`src/rtl/console_pkg.sv`:
```
// rtl/console_pkg.sv - shared geometry, control codes and FSM states for the console stream writer
package console_pkg;

    localparam int NUM_ROWS         = 3;
    localparam int NUM_COLS         = 10;
    localparam int CHARS_ADDR_WIDTH = $clog2(NUM_ROWS * NUM_COLS);
    localparam int COL_WIDTH        = $clog2(NUM_COLS);
    localparam int ROW_WIDTH        = $clog2(NUM_ROWS);

    // Colour used for blanks, BGR bit order as in the console
    localparam logic [2:0] DEFAULT_COLOR = 3'b010;

    localparam logic [7:0] CH_LF    = 8'h0A;
    localparam logic [7:0] CH_CR    = 8'h0D;
    localparam logic [7:0] CH_BS    = 8'h08;
    localparam logic [7:0] CH_FF    = 8'h0C;
    localparam logic [7:0] CH_SPACE = 8'h20;

    typedef enum logic [2:0] {
        ST_IDLE   = 3'd0,
        ST_PUT    = 3'd1,
        ST_ADV    = 3'd2,
        ST_SCROLL = 3'd3,
        ST_BLANK  = 3'd4,
        ST_CLRALL = 3'd5
    } state_t;

endpackage

```
`src/rtl/console_addr_calc.sv`:
```
// rtl/console_addr_calc.sv - row*NUM_COLS+col as a shift-add over the constant column count
module console_addr_calc
    import console_pkg::*;
(
    input  logic [ROW_WIDTH-1:0]        row,
    input  logic [COL_WIDTH-1:0]        col,
    output logic [CHARS_ADDR_WIDTH-1:0] addr
);

    localparam logic [31:0] COLS_VEC = 32'(NUM_COLS);

    logic [CHARS_ADDR_WIDTH-1:0] row_ext;
    logic [CHARS_ADDR_WIDTH-1:0] row_term;

    assign row_ext = CHARS_ADDR_WIDTH'(row);

    // Sum row shifted by each set bit of NUM_COLS; folds to a few adders for a constant
    always_comb begin
        row_term = '0;
        for (int b = 0; b < CHARS_ADDR_WIDTH; b++) begin
            if (COLS_VEC[b]) begin
                row_term = row_term + (row_ext << b);
            end
        end
    end

    assign addr = row_term + CHARS_ADDR_WIDTH'(col);

endmodule

```
`src/rtl/console_stream_writer.sv`:
```
// rtl/console_stream_writer.sv - byte stream to text buffer writer with cursor, scroll and clear (CONSOLE_AUTOWRAP_EN enables right-edge wrap)
module console_stream_writer
    import console_pkg::*;
(
    input  logic                        clk,
    input  logic                        reset,
    input  logic                        in_valid,
    input  logic [7:0]                  in_data,
    input  logic [2:0]                  in_color,
    output logic                        in_ready,
    output logic [CHARS_ADDR_WIDTH-1:0] buf_waddr,
    output logic [6:0]                  buf_wchar,
    output logic [2:0]                  buf_wcolor,
    output logic                        buf_we,
    output logic [CHARS_ADDR_WIDTH-1:0] buf_raddr,
    input  logic [6:0]                  buf_rchar,
    input  logic [2:0]                  buf_rcolor,
    output logic [COL_WIDTH-1:0]        cursor_col,
    output logic [ROW_WIDTH-1:0]        cursor_row,
    output logic                        busy
);

    localparam logic [COL_WIDTH-1:0]        COL_LAST    = COL_WIDTH'(NUM_COLS - 1);
    localparam logic [ROW_WIDTH-1:0]        ROW_LAST    = ROW_WIDTH'(NUM_ROWS - 1);
    localparam logic [CHARS_ADDR_WIDTH-1:0] ROW_STRIDE  = CHARS_ADDR_WIDTH'(NUM_COLS);
    localparam logic [CHARS_ADDR_WIDTH-1:0] SCROLL_LAST = CHARS_ADDR_WIDTH'((NUM_ROWS - 1) * NUM_COLS - 1);
    localparam logic [CHARS_ADDR_WIDTH-1:0] BLANK_LAST  = CHARS_ADDR_WIDTH'(NUM_COLS - 1);
    localparam logic [CHARS_ADDR_WIDTH-1:0] CLR_LAST    = CHARS_ADDR_WIDTH'(NUM_ROWS * NUM_COLS - 1);

    state_t                      state_q, state_d;
    logic [COL_WIDTH-1:0]        col_q, col_d;
    logic [ROW_WIDTH-1:0]        row_q, row_d;
    logic [CHARS_ADDR_WIDTH-1:0] idx_q, idx_d;
    logic [6:0]                  char_q, char_d;
    logic [2:0]                  color_q, color_d;
    logic [CHARS_ADDR_WIDTH-1:0] cursor_addr;
    logic [CHARS_ADDR_WIDTH-1:0] blank_base;

    console_addr_calc u_cursor_addr (
        .row  (row_q),
        .col  (col_q),
        .addr (cursor_addr)
    );

    console_addr_calc u_blank_base (
        .row  (ROW_LAST),
        .col  ({COL_WIDTH{1'b0}}),
        .addr (blank_base)
    );

    assign cursor_col = col_q;
    assign cursor_row = row_q;
    assign busy       = (state_q != ST_IDLE);

    // State, cursor, sweep index and latched byte registers
    always_ff @(posedge clk) begin
        if (reset) begin
            state_q <= ST_IDLE;
            col_q   <= '0;
            row_q   <= '0;
            idx_q   <= '0;
            char_q  <= '0;
            color_q <= '0;
        end else begin
            state_q <= state_d;
            col_q   <= col_d;
            row_q   <= row_d;
            idx_q   <= idx_d;
            char_q  <= char_d;
            color_q <= color_d;
        end
    end

    // Byte decode, cursor movement and buffer port drive for each state
    always_comb begin
        state_d    = state_q;
        col_d      = col_q;
        row_d      = row_q;
        idx_d      = idx_q;
        char_d     = char_q;
        color_d    = color_q;
        in_ready   = 1'b0;
        buf_we     = 1'b0;
        buf_waddr  = '0;
        buf_wchar  = '0;
        buf_wcolor = '0;
        buf_raddr  = '0;

        case (state_q)
            ST_IDLE: begin
                in_ready = !reset;
                if (in_valid && in_ready) begin
                    char_d  = in_data[6:0];
                    color_d = in_color;
                    if (in_data >= 8'h20 && in_data <= 8'h7E) begin
                        state_d = ST_PUT;
                    end else if (in_data == CH_LF) begin
                        col_d = '0;
                        if (row_q < ROW_LAST) begin
                            row_d = row_q + ROW_WIDTH'(1);
                        end else begin
                            state_d = ST_SCROLL;
                            idx_d   = '0;
                        end
                    end else if (in_data == CH_CR) begin
                        col_d = '0;
                    end else if (in_data == CH_BS) begin
                        if (col_q != '0) begin
                            col_d = col_q - COL_WIDTH'(1);
                        end
                    end else if (in_data == CH_FF) begin
                        state_d = ST_CLRALL;
                        idx_d   = '0;
                    end
                end
            end

            ST_PUT: begin
                buf_we     = 1'b1;
                buf_waddr  = cursor_addr;
                buf_wchar  = char_q;
                buf_wcolor = color_q;
                state_d    = ST_IDLE;
                if (col_q < COL_LAST) begin
                    col_d = col_q + COL_WIDTH'(1);
                end else begin
`ifdef CONSOLE_AUTOWRAP_EN
                    col_d = '0;
                    if (row_q < ROW_LAST) begin
                        row_d = row_q + ROW_WIDTH'(1);
                    end else begin
                        state_d = ST_SCROLL;
                        idx_d   = '0;
                    end
`else
                    // Cursor parks on the last column; further printables overwrite it
                    col_d = col_q;
`endif
                end
            end

            ST_ADV: begin
                state_d = ST_IDLE;
            end

            ST_SCROLL: begin
                // Copy cell idx+NUM_COLS down to idx using the same-cycle read port
                buf_raddr  = idx_q + ROW_STRIDE;
                buf_we     = 1'b1;
                buf_waddr  = idx_q;
                buf_wchar  = buf_rchar;
                buf_wcolor = buf_rcolor;
                if (idx_q == SCROLL_LAST) begin
                    idx_d   = '0;
                    state_d = ST_BLANK;
                end else begin
                    idx_d = idx_q + CHARS_ADDR_WIDTH'(1);
                end
            end

            ST_BLANK: begin
                buf_we     = 1'b1;
                buf_waddr  = blank_base + idx_q;
                buf_wchar  = CH_SPACE[6:0];
                buf_wcolor = DEFAULT_COLOR;
                if (idx_q == BLANK_LAST) begin
                    idx_d   = '0;
                    state_d = ST_IDLE;
                end else begin
                    idx_d = idx_q + CHARS_ADDR_WIDTH'(1);
                end
            end

            ST_CLRALL: begin
                buf_we     = 1'b1;
                buf_waddr  = idx_q;
                buf_wchar  = CH_SPACE[6:0];
                buf_wcolor = DEFAULT_COLOR;
                if (idx_q == CLR_LAST) begin
                    idx_d   = '0;
                    col_d   = '0;
                    row_d   = '0;
                    state_d = ST_IDLE;
                end else begin
                    idx_d = idx_q + CHARS_ADDR_WIDTH'(1);
                end
            end

            default: begin
                state_d = ST_IDLE;
            end
        endcase

        // Reset takes the write port away in the same cycle so an aborted sweep stops cleanly
        if (reset) begin
            buf_we     = 1'b0;
            buf_waddr  = '0;
            buf_wchar  = '0;
            buf_wcolor = '0;
            buf_raddr  = '0;
        end
    end

endmodule
```
`config.mk`:
```
export PLATFORM = sky130hd
export DESIGN_NAME = console_stream_writer
export DESIGN_NICKNAME = d
export VERILOG_FILES = /design/src/rtl/console_pkg.sv /design/src/rtl/console_addr_calc.sv /design/src/rtl/console_stream_writer.sv
export SDC_FILE = /design/constraint.sdc
export NUM_CORES = 1
export LEC_CHECK = 0
export CORE_MARGIN = 2
export CORE_UTILIZATION = 50
export CTS_BUF_LIST = sky130_fd_sc_hd__clkbuf_8 sky130_fd_sc_hd__clkbuf_16
export DETAILED_ROUTE_END_ITERATION = 16
export GPL_TIMING_DRIVEN = 0
export PLACE_DENSITY = 0.84
export SLEW_MARGIN = 20
export SYNTH_ARGS = -nofsm -noshare
export SYNTH_HDL_FRONTEND = slang
export SYNTH_SLANG_ARGS = --single-unit
```
`constraint.sdc`:
```
create_clock -name clk -period 2.8 [get_ports clk]
set_input_delay 0.84 -clock clk [delete_from_list [all_inputs] [get_ports clk]]
set_output_delay 0.84 -clock clk [all_outputs]
set_load 0.05 [all_outputs]
```
==> flow_summary.json <==
{
  "status": "finished, final reports clean",
  "cellLeakagePower_nw": 1.19,
  "globalRoute.totalOverflow": 0,
  "detail_route.first_pass.iterations": 5,
  "cts-root-to-sink-buffers": 2,
  "setup_ws_ns": 0.0189,
  "drc_violations_left": 0,
  "async_flop_share_pct": 0,
  "timing.final.max_slew_violations": 0,
  "finalWeightedCongestion": 0.952,
  "fin_skew_ns": 0.00351,
  "post-place-cells": 376,
  "muxShareOfSynthArea_pct": 1.88,
  "nets_finish": 379,
  "ctsRootBufferMaster": "clkbuf_8",
  "netSwitchingPower_w": 0.000268,
  "power_frac_seq_pct": 40.2,
  "synth_seq_area_share_pct": 22.6,
  "cts_hold_repair.buffers": 0,
  "finish.cell_count_without_fillers": 390,
  "synth_cells": 275,
  "share_of_post_route_cells_with_drive_strength_above_1_pct": 27.4,
  "post_synth_instance_area_sq_um": 2130,
  "grt_util_overall_pct": 27.4,
  "criticalPathCategory": "input port to primary output",
  "worst-endpoint-required_ns": 1.96,
  "yosys_warnings": 0,
  "post_synth.cell_area_avg_sq_um": 7.73,
  "num_antenna_cells": 0,
  "synth_compound_gate_area_share_pct": 24.4,
  "maxCapViolCount": 0,
  "h-tree-depth": 1,
  "critical_path.endpoint_type": "primary output",
  "synth_xor_area_share_pct": 1.65,
  "report.final.setup_viol": 0,
  "critical_path.max_fanout": 7,
  "vias": 2364,
  "max-vdd-ir-drop_uv": 204,
  "layout-area-overhead-vs-synth_pct": 41.6,
  "placement.io_buffers": 51,
  "pre_cts_slack_ns": -1.13,
  "tritoncts.num_buffers": 3,
  "cts_tree": "built",
  "avgRoutedWirePerCell_um": 17.4,
  "initial_cell_density_of_the_core_pct": 52.4,
  "grt_pass1_vias": 2259,
  "die_area_sq_um": 4790,
  "ys_ff_latch": 24,
  "worst_ep_arrival_time_ns": 1.94,
  "detail-route-antenna-nets": 0,
  "yosys.area_share.simple_pct": 32.4,
  "swShare_pct": 29.4,
  "hold_violations": 0,
  "viasPerCell": 6.06,
  "detailedRoute.firstIterationViolations": 159,
  "pin_count_of_the_biggest_net_entering_global_routing": 15,
  "num-fill-cells": 323,
  "die_height_um": 69.2,
  "grt_antenna_before_repair": 0,
  "power.density_cell_area_nw_per_um2": 302,
  "hold-worst-slack_ns": 0.486,
  "total_negative_setup_slack_ns": 0,
  "yosys.area_share.adder_pct": 8.59,
  "wire_length_of_the_first_global_routing_pass_mm": 10.9,
  "syn_nets": 313,
  "detailed_place_hpwl_mm": 4.71,
  "clock-sinks": 24,
  "fin_crit_sh_pct": 99.3,
  "largest_family_of_logic_cells_by_synthesized_area": "simple AND/OR/NAND/NOR gates",
  "worst_slew_pin_slew_ns": 0.553,
  "std_cell_rows": 23,
  "design.core.area_sq_um": 4060,
  "holdCritPathClass": "flip-flop to flip-flop",
  "cp-start-kind": "input port",
  "grt_setup_unrepaired": "true",
  "synthFlopType": "dfxtp_1",
  "pin_count": 53,
  "yosys.cell_types.count": 62,
  "synth_enable_flop_cells": 0,
  "die_w_um": 69.2,
  "maxClockFrequency_ghz": 0.360,
  "relSlewSlack_pct": 62.7,
  "cell_internal_pwr_w": 0.000642,
  "share_comb_of_total_power_pct": 24.9,
  "clkLatencyLatePin_ns": 0.27,
  "clock_pin_slew_of_the_registers_on_the_worst_case_setup_and_hold_paths_ns": 0.09,
  "relative_contribution_of_the_clock_network_to_total_power_pct": 34.9,
  "detail_route.wirelength_mm": 6.78,
  "final.min_clock_period_ns": 2.78
}
[flip-flops by register name, summed over array words and instances (netlist names)]
register / cells
cursor_row: 2
cursor_col: 4
color_q: 3
state_q: 3
idx_q: 5
char_q: 7
[per-layer routing]
| layer | up-vias | wire length, um | global-route usage (%) |
|---|---|---|---|
| li1 | 1128 | - | - |
| met1 | 1114 | 2850 | 35.5 |
| met2 | 104 | 3360 | 46.3 |
| met3 | 18 | 397 | 3.34 |
| met4 | 0 | 173 | 10.7 |
| met5 | - | 0 | 0 |
[cell families after synthesis]
family                     count (synthesis)
AOI/OAI and AO/OA                         72
xor gates and xnor gates                   4
adders and majority gates                 14
buffers and inverters                     33
DFF                                       24
muxes                                      4
and+or+nand+nor                          124
[power by group through the flow]
stage	logic [W]	clock network [W]	registers (W)
final	0.000226	0.000318	0.000366
after global routing	0.000242	0.000326	0.000368
after CTS	0.000219	0.000318	0.000366
after detailed placement	0.000206	0	0.000377
after global placement	0.000202	0	0.000376
after floorplan	0.000125	0	0.000377
[stage by stage]
step / instance area, sq um / total power [W] / utilization [%]
after floorplan: 2170 / 0.000502 / -
after global placement: 2740 / 0.000578 / 67.5
after detailed placement: 2740 / 0.000583 / 67.5
after CTS: 2940 / 0.000903 / 72.5
after global routing: 3010 / 0.000935 / 74.2
final: 3010 / 0.000910 / 74.2
[critical path, cell delays in order]
cell and delay (ns):
dlygate4sd2_1 0.26, clkbuf_8 0.16, a21o_4 0.21, clkbuf_8 0.17, nor2_2 0.13, buf_6 0.17
[synth_stat cells (3+ instances only)]
master / instances / area (sq um)
ha_1: 13 / 163
clkbuf_1: 7 / 26.3
nor3_1: 4 / 20.0
mux2i_1: 4 / 40.0
o21ai_0: 8 / 40.0
buf_6: 4 / 45.0
nand3b_1: 11 / 82.6
a22oi_1: 10 / 75.1
nand3_1: 9 / 45.0
o31ai_1: 4 / 30.0
nor2b_1: 4 / 25.0
nand2b_1: 5 / 31.3
inv_1: 17 / 63.8
nor2_1: 34 / 128
dfxtp_1: 24 / 480
nand2_1: 32 / 120
a21oi_1: 21 / 105
xnor2_1: 3 / 26.3
a31oi_1: 8 / 50.1
[cells in the final DEF (no fill, tap or decap), types with 3 or more instances in the layout]
master           synthesis  final
o31ai_1                  4      4
dfxtp_1                 24     19
nand2b_1                 5      5
o21ai_0                  8      8
a21oi_2                  1      3
xnor2_1                  3      3
buf_2                    1      7
a31oi_1                  8      8
inv_1                   17     16
nand3_1                  9      9
nor2_4                   0      3
nor2_1                  34     24
nand2_1                 32     32
mux2i_1                  4      4
buf_6                    4     16
buf_4                    1     12
a21oi_1                 21     19
nand3b_1                11     11
clkdlybuf4s50_1          0     27
ha_1                    13     12
nor2b_4                  1      3
nor2_2                   0      7
a22oi_1                 10      9
nor3_1                   4      3
clkbuf_4                 0      3
clkbuf_8                 2      6
dfxtp_4                  0      4
[final timing paths]
kind                               startpoint  depth (start not counted)       endpoint  slack [ns]
worst min register to register      char_q[0]                          2      char_q[0]        0.49
worst max-delay path                    reset                          6   buf_wchar[0]        0.02
worst max register to register  cursor_col[0]                          7  cursor_col[2]        0.68
worst min-delay path                char_q[0]                          2      char_q[0]        0.49
[timing repair]
| item | in CTS | in global routing |
|---|---|---|
| buffers inserted | 5 | 4 |
| resized for setup | 163 | 14 |
| setup endpoints to repair | 22 | 17 |
| cloned | 1 | 0 |
| pin swaps | 3 | 4 |
| hold endpoints to repair | 0 | 0 |
[final cells by class]
type / count / area [sq um] / share of cell area [%]
Inverter: 17 / 63.8 / 2.12
Clock inverter: 1 / 30.0 / 0.998
Tap cell: 50 / 62.6 / 2.08
Multi-Input combinational cell: 218 / 1580 / 52.5
Buffer: 16 / 165 / 5.49
Clock buffer: 3 / 41.3 / 1.37
Timing Repair Buffer: 61 / 571 / 19.0
Sequential cell: 24 / 497 / 16.5
(Power assumes the default switching activity.)
